## config.mk

```make
export PLATFORM = sky130hd
export DESIGN_NAME = instr_encoder_loader
export DESIGN_NICKNAME = d
export VERILOG_FILES = /design/src/rtl/instr_enc_pkg.sv /design/src/rtl/instr_encoder_loader_pack.sv /design/src/rtl/instr_encoder_loader.sv
export SDC_FILE = /design/constraint.sdc
export NUM_CORES = 1
export LEC_CHECK = 0
export CAP_MARGIN = 20
export CORE_ASPECT_RATIO = 0.6
export CORE_MARGIN = 1.5
export CORE_UTILIZATION = 41
export CTS_CLUSTER_DIAMETER = 100
export DETAILED_ROUTE_END_ITERATION = 12
export HOLD_SLACK_MARGIN = 0.12
export PLACE_DENSITY = 0.77
export SYNTH_ARGS = -nofsm -noshare
export SYNTH_HDL_FRONTEND = slang
export SYNTH_SLANG_ARGS = --single-unit
```

## constraint.sdc

```tcl
create_clock -name clk -period 2.3 [get_ports clk]
set_clock_uncertainty 0.2 [all_clocks]
set_input_delay 0.46 -clock clk [delete_from_list [all_inputs] [get_ports clk]]
set_output_delay 0.46 -clock clk [all_outputs]
set_load 0.02 [all_outputs]
```

## src/rtl/instr_enc_pkg.sv

```systemverilog
// rtl/instr_enc_pkg.sv - mnemonics, opcode/funct constants and state enum for the instruction encoder
package instr_enc_pkg;

    typedef enum logic [3:0] {
        MN_ADD    = 4'd0,
        MN_AND    = 4'd1,
        MN_OR     = 4'd2,
        MN_SLT    = 4'd3,
        MN_BRV    = 4'd4,
        MN_JMXOR  = 4'd5,
        MN_LW     = 4'd6,
        MN_SW     = 4'd7,
        MN_BEQ    = 4'd8,
        MN_BLEZAL = 4'd9,
        MN_BALV   = 4'd10,
        MN_NANDI  = 4'd11,
        MN_JALPC  = 4'd12
    } mnem_e;

    // Opcodes shared with the main control decoder
    localparam logic [5:0] OP_RTYPE  = 6'd0;
    localparam logic [5:0] OP_LW     = 6'd35;
    localparam logic [5:0] OP_SW     = 6'd43;
    localparam logic [5:0] OP_BEQ    = 6'd4;
    localparam logic [5:0] OP_BLEZAL = 6'd36;
    localparam logic [5:0] OP_BALV   = 6'd32;
    localparam logic [5:0] OP_NANDI  = 6'd16;
    localparam logic [5:0] OP_JALPC  = 6'd31;

    // R-format function codes
    localparam logic [5:0] FN_ADD   = 6'd32;
    localparam logic [5:0] FN_AND   = 6'd36;
    localparam logic [5:0] FN_OR    = 6'd37;
    localparam logic [5:0] FN_SLT   = 6'd42;
    localparam logic [5:0] FN_BRV   = 6'd20;
    localparam logic [5:0] FN_JMXOR = 6'd34;

    typedef enum logic [1:0] {
        ST_IDLE = 2'd0,
        ST_LOAD = 2'd1,
        ST_DONE = 2'd2,
        ST_OVF  = 2'd3
    } state_e;

    function automatic logic [31:0] r_word(input logic [4:0] rs, input logic [4:0] rt,
                                           input logic [4:0] rd, input logic [5:0] funct);
        return {OP_RTYPE, rs, rt, rd, 5'd0, funct};
    endfunction

    function automatic logic [31:0] i_word(input logic [5:0] op, input logic [4:0] rs,
                                           input logic [4:0] rt, input logic [15:0] imm);
        return {op, rs, rt, imm};
    endfunction

endpackage

```

## src/rtl/instr_encoder_loader_pack.sv

```systemverilog
// rtl/instr_encoder_loader_pack.sv - combinational mnemonic+fields to 32-bit word packer
module instr_word_pack
    import instr_enc_pkg::*;
(
    input  logic [3:0]  mnem,
    input  logic [4:0]  rs,
    input  logic [4:0]  rt,
    input  logic [4:0]  rd,
    input  logic [25:0] imm,
    output logic [31:0] word,
    output logic        legal
);

    // Select the format and constant for the mnemonic; codes 13-15 are illegal
    always_comb begin
        word  = 32'd0;
        legal = 1'b1;
        case (mnem_e'(mnem))
            MN_ADD:    word = r_word(rs, rt, rd, FN_ADD);
            MN_AND:    word = r_word(rs, rt, rd, FN_AND);
            MN_OR:     word = r_word(rs, rt, rd, FN_OR);
            MN_SLT:    word = r_word(rs, rt, rd, FN_SLT);
            MN_BRV:    word = r_word(rs, rt, rd, FN_BRV);
            MN_JMXOR:  word = r_word(rs, rt, rd, FN_JMXOR);
            MN_LW:     word = i_word(OP_LW, rs, rt, imm[15:0]);
            MN_SW:     word = i_word(OP_SW, rs, rt, imm[15:0]);
            MN_BEQ:    word = i_word(OP_BEQ, rs, rt, imm[15:0]);
            MN_BLEZAL: word = i_word(OP_BLEZAL, rs, rt, imm[15:0]);
            MN_BALV:   word = i_word(OP_BALV, rs, rt, imm[15:0]);
            MN_NANDI:  word = i_word(OP_NANDI, rs, rt, imm[15:0]);
            MN_JALPC:  word = {OP_JALPC, imm};
            default:   legal = 1'b0;
        endcase
    end

endmodule

```

## src/rtl/instr_encoder_loader.sv

```systemverilog
// rtl/instr_encoder_loader.sv - streaming instruction encoder writing words into instruction memory
module instr_encoder_loader
    import instr_enc_pkg::*;
#(
    parameter int ADDR_W    = 10,
    parameter int MAX_WORDS = 1024
) (
    input  logic              clk,
    input  logic              reset,
    input  logic              start,
    input  logic [ADDR_W-1:0] base_addr,
    input  logic              in_valid,
    output logic              in_ready,
    input  logic [3:0]        in_mnem,
    input  logic [4:0]        in_rs,
    input  logic [4:0]        in_rt,
    input  logic [4:0]        in_rd,
    input  logic [25:0]       in_imm,
    input  logic              in_last,
    output logic              imem_we,
    output logic [ADDR_W-1:0] imem_addr,
    output logic [31:0]       imem_wdata,
    output logic              busy,
    output logic              done,
    output logic              overflow,
    output logic              err_illegal,
    output logic [ADDR_W:0]   word_count
);

    localparam logic [ADDR_W:0] MAX_C = (ADDR_W+1)'(MAX_WORDS);

    state_e            state;
    state_e            state_n;
    logic [ADDR_W-1:0] base_q;
    logic              we_q;
    logic [31:0]       word;
    logic              legal;
    logic              xfer;
    logic              start_ok;
    logic [ADDR_W:0]   wc_inc;

    instr_word_pack u_pack (
        .mnem  (in_mnem),
        .rs    (in_rs),
        .rt    (in_rt),
        .rd    (in_rd),
        .imm   (in_imm),
        .word  (word),
        .legal (legal)
    );

    // word_count already includes the word in the output register, so no separate pending term is needed
    assign in_ready = (state == ST_LOAD) && (word_count < MAX_C);
    assign xfer     = in_valid && in_ready;
    assign start_ok = start && (state != ST_LOAD);
    assign wc_inc   = word_count + (ADDR_W+1)'(1);

    // A write still in the output stage is dropped when reset is raised over it
    assign imem_we  = we_q && !reset;
    assign busy     = (state == ST_LOAD) || imem_we;
    assign done     = (state == ST_DONE);
    assign overflow = (state == ST_OVF);

    // Session state register
    always_ff @(posedge clk) begin
        if (reset) begin
            state <= ST_IDLE;
        end else begin
            state <= state_n;
        end
    end

    // Next-state: close on in_last, or on the word that fills the session without it
    always_comb begin
        state_n = state;
        case (state)
            ST_IDLE, ST_DONE, ST_OVF: begin
                if (start) begin
                    state_n = ST_LOAD;
                end
            end
            ST_LOAD: begin
                if (xfer) begin
                    if (in_last) begin
                        state_n = ST_DONE;
                    end else if (legal && (wc_inc == MAX_C)) begin
                        state_n = ST_OVF;
                    end
                end
            end
            default: state_n = ST_IDLE;
        endcase
    end

    // Output stage, write counter, base latch and sticky illegal flag
    always_ff @(posedge clk) begin
        if (reset) begin
            we_q        <= 1'b0;
            imem_addr   <= '0;
            imem_wdata  <= 32'd0;
            word_count  <= '0;
            base_q      <= '0;
            err_illegal <= 1'b0;
        end else begin
            we_q <= xfer && legal;
            if (xfer && legal) begin
                imem_wdata <= word;
                imem_addr  <= base_q + word_count[ADDR_W-1:0];
                word_count <= wc_inc;
            end
            if (xfer && !legal) begin
                err_illegal <= 1'b1;
            end
            if (start_ok) begin
                base_q      <= base_addr;
                word_count  <= '0;
                err_illegal <= 1'b0;
            end
        end
    end

endmodule

```

==> run summary <==
status -> finished clean
hold endpoint -> imem_addr[4]
clock root buffer -> clkbuf_16
RD Place Congestion -> 0.914
pwr/cell area -> 625 nW/um^2
Finished Layout Cells -> 682
vias in the first global route -> 3441
crit path cell chain -> clkdlybuf4s50_1 -> o21ai_0 -> dlygate4sd2_1
I/O Pins -> 119
R2R Path Start -> word_count[0]
Layout Nets -> 640
dominant synthesized flop cell -> dfxtp_1
Rel. slew slack -> 68.9%
Mapped Nets -> 509
DP Area -> 4840 sq um
Initial Utilization -> 42.5%
crit path max-delay cell type -> clkdlybuf4s50_1
Max IR drop VDD -> 372 uV
Worst Hold Class -> register to register
CTS Buffer Depth -> 2
Crit path buffers/inverters -> 2
number of synthesized register bits -> 66
antenna cells -> 0
register area share after synthesis -> 39.1%
IO Port Bufs -> 118
Slew Viols, Final -> 0
Cells after DPL -> 666
Post-Syn Area -> 3380 sq um
Final Hold Viols -> 0
row cnt -> 25
Avg Cell Area, Syn -> 7.72 sq um
Req. time, crit path -> 1640 ps
Post-synth ARST share -> 0%
Arrival @ worst endpoint -> 1590 ps
period utilisation layout -> 97.9%
WS Path Type -> input port to output port
Die Y -> 73.3 um
Setup violations, final -> 0
Final min period -> 2250 ps
clk sink count -> 66
CTS tree -> yes
synth warn -> 0
Antenna Nets Post-Route -> 0
Synth-to-Final Area Change -> 54.4%
vias per cell -> 5.50
first-pass GRT wire length -> 17.0 mm
accumulated negative setup slack -> 0 ps
r2r setup slk -> 100 ps
# DRC -> 0
Leak Pwr -> 1.99 nW
DR vias -> 3752
DR iter-0 viols -> 296
initial antenna violation count -> 0
slowest stage delay, CP -> 550 ps
R2R Path End -> imem_addr[8]
Pre-antenna DRT Iters -> 5
Post-Route WL -> 10.7 mm
Core Box Area -> 7950 sq um
detailed-route wire length per cell -> 15.6 um
CTS Buf Count -> 9
Critical Path Source Type -> input port
Max Cap Viol -> 0
synth unique cells -> 46
Worst setup EP type -> output port
largest net degree at the start of global routing -> 30
most frequent cells in the layout -> 115 x clkdlybuf4s50_1, 65 x dfxtp_1, 58 x a21oi_1
layout cells sized above 1 -> 11.3%
Final Instance Area -> 5220 sq um
Core Util, Final -> 65.7%
number of synthesized flops with an enable pin -> 0
RSZ-0062 raised after global routing -> true
total setup buffers inserted after CTS -> 0
Hold Path Cell Cnt -> 2
R2R depth -> 7
cells after synthesis -> 438
Die Wd -> 120 um
Overall Global Routing Usage -> 24.8%
Congestion Overflow GR -> 0
Worst Tran Pin Value -> 455 ps
largest fanout on the critical path -> 3
clock-pin transition on the worst setup and hold timing paths -> 60 ps
clock latency on the worst-skew pair -> 330 ps
Peak Freq -> 444 MHz
die footprint -> 8810 sq um
min-delay src -> imem_addr[4]
most common library cell in the layout ignoring fill and taps -> clkdlybuf4s50_1
H-tree levels -> 3
family with the most delay on the worst path -> buffers and inverters
dpl hpwl -> 7.93 mm
## cell usage after synthesis (2+ instances only)
cell	number	area [sq um]
and3_1	3	18.8
a31oi_1	3	18.8
o22ai_1	12	75.1
dfxtp_1	66	1320
nand3b_1	2	15.0
buf_1	3	11.3
o41ai_1	2	17.5
nand3_1	23	115
a21oi_1	59	295
nor2_1	37	139
and4_1	4	35.0
inv_1	8	30.0
nand2_1	51	191
nor3_1	13	65.1
nand2b_1	13	81.3
buf_2	4	20.0
xor2_1	8	70.1
clkbuf_1	25	93.8
nor4b_1	2	17.5
or3_1	5	31.3
and2_1	3	18.8
o21ai_0	31	155
o211ai_1	2	15.0
ha_1	10	125
xnor2_1	5	43.8
a311oi_1	2	17.5
nor2b_1	4	25.0
a211oi_1	10	75.1
or4_1	2	15.0
o21a_1	2	15.0
a21o_1	2	15.0
nand4_1	3	18.8
a2111oi_0	6	52.6
## flip-flops by register name, indices dropped and copies added, names as in the netlist
signal and count:
word_count 11, base_q 10, err_illegal 1, imem_wdata 31
we_q 1, state 2, imem_addr 10
## how the worst max path moves through the flow
stage / from / end / slack, ps / depth (start not counted)
floorplan: word_count[0] / imem_addr[8] / 10 / 7
global placement: reset / busy / -210 / 3
detailed placement: reset / busy / -200 / 3
CTS: word_count[0] / imem_addr[8] / 10 / 7
global route: in_valid / imem_addr[5] / -10 / 8
finish: reset / busy / 50 / 3
## cell families after synthesis
logic type / after synthesis / share of synthesized area (%)
AND/OR/NAND/NOR: 169 / 24.3
AO/OA/AOI/OAI: 137 / 23.8
flip-flops: 66 / 39.1
buffers and inverters: 41 / 4.81
XOR/XNOR: 13 / 3.37
adder cells (fa/ha/maj): 11 / 4.29
multiplexers: 1 / 0.296
## report_power, final
| group | internal (mW) | leakage, nW | switching, mW |
|---|---|---|---|
| Sequential | 1.19 | 0.538 | 0.0340 |
| Clock | 0.980 | 0.155 | 0.522 |
| Combinational | 0.266 | 1.29 | 0.268 |
| Total | 2.44 | 1.99 | 0.824 |
## final cells by class
type	instances	area (sq um)
repair buffers	153	1460
clock inverters	6	88.8
fillers	675	2730
multi-input cells	331	1940
inverters	8	30.0
clock buffers	10	239
well taps	108	135
flip-flops and latches	66	1320
## worst reg2reg max path, stage by stage, from the launching register on
cell and delay (ps):
dfxtp_2 320, ha_1 220, fa_2 390, a21oi_4 160, o21ai_2 100, o41ai_2 280, nor4_1 90, a311o_1 320
## metal layers
metal | routed length, um | track usage [%]
met5 | 0 | 0
met4 | 98 | 6.41
met3 | 848 | 5.75
met2 | 4370 | 36.7
met1 | 5340 | 36.3
## metrics by stage
| step | setup slack (ps) | hold slack (ps) | power [mW] |
|---|---|---|---|
| after floorplan | 13.1 | 240 | 1.50 |
| after global placement | -212 | 242 | 1.77 |
| after detailed placement | -199 | 253 | 1.78 |
| after CTS | 10.7 | 265 | 3.27 |
| after global routing | -11.3 | 284 | 3.38 |
| final | 47.5 | 259 | 3.26 |
## timing repair
action                     4_1_cts  5_1_grt
hold buffers                     0        0
setup endpoints to repair        4        7
pin swaps                        1        3
gates resized for setup          7       10
Note: power is estimated with default switching activity, not from simulation.
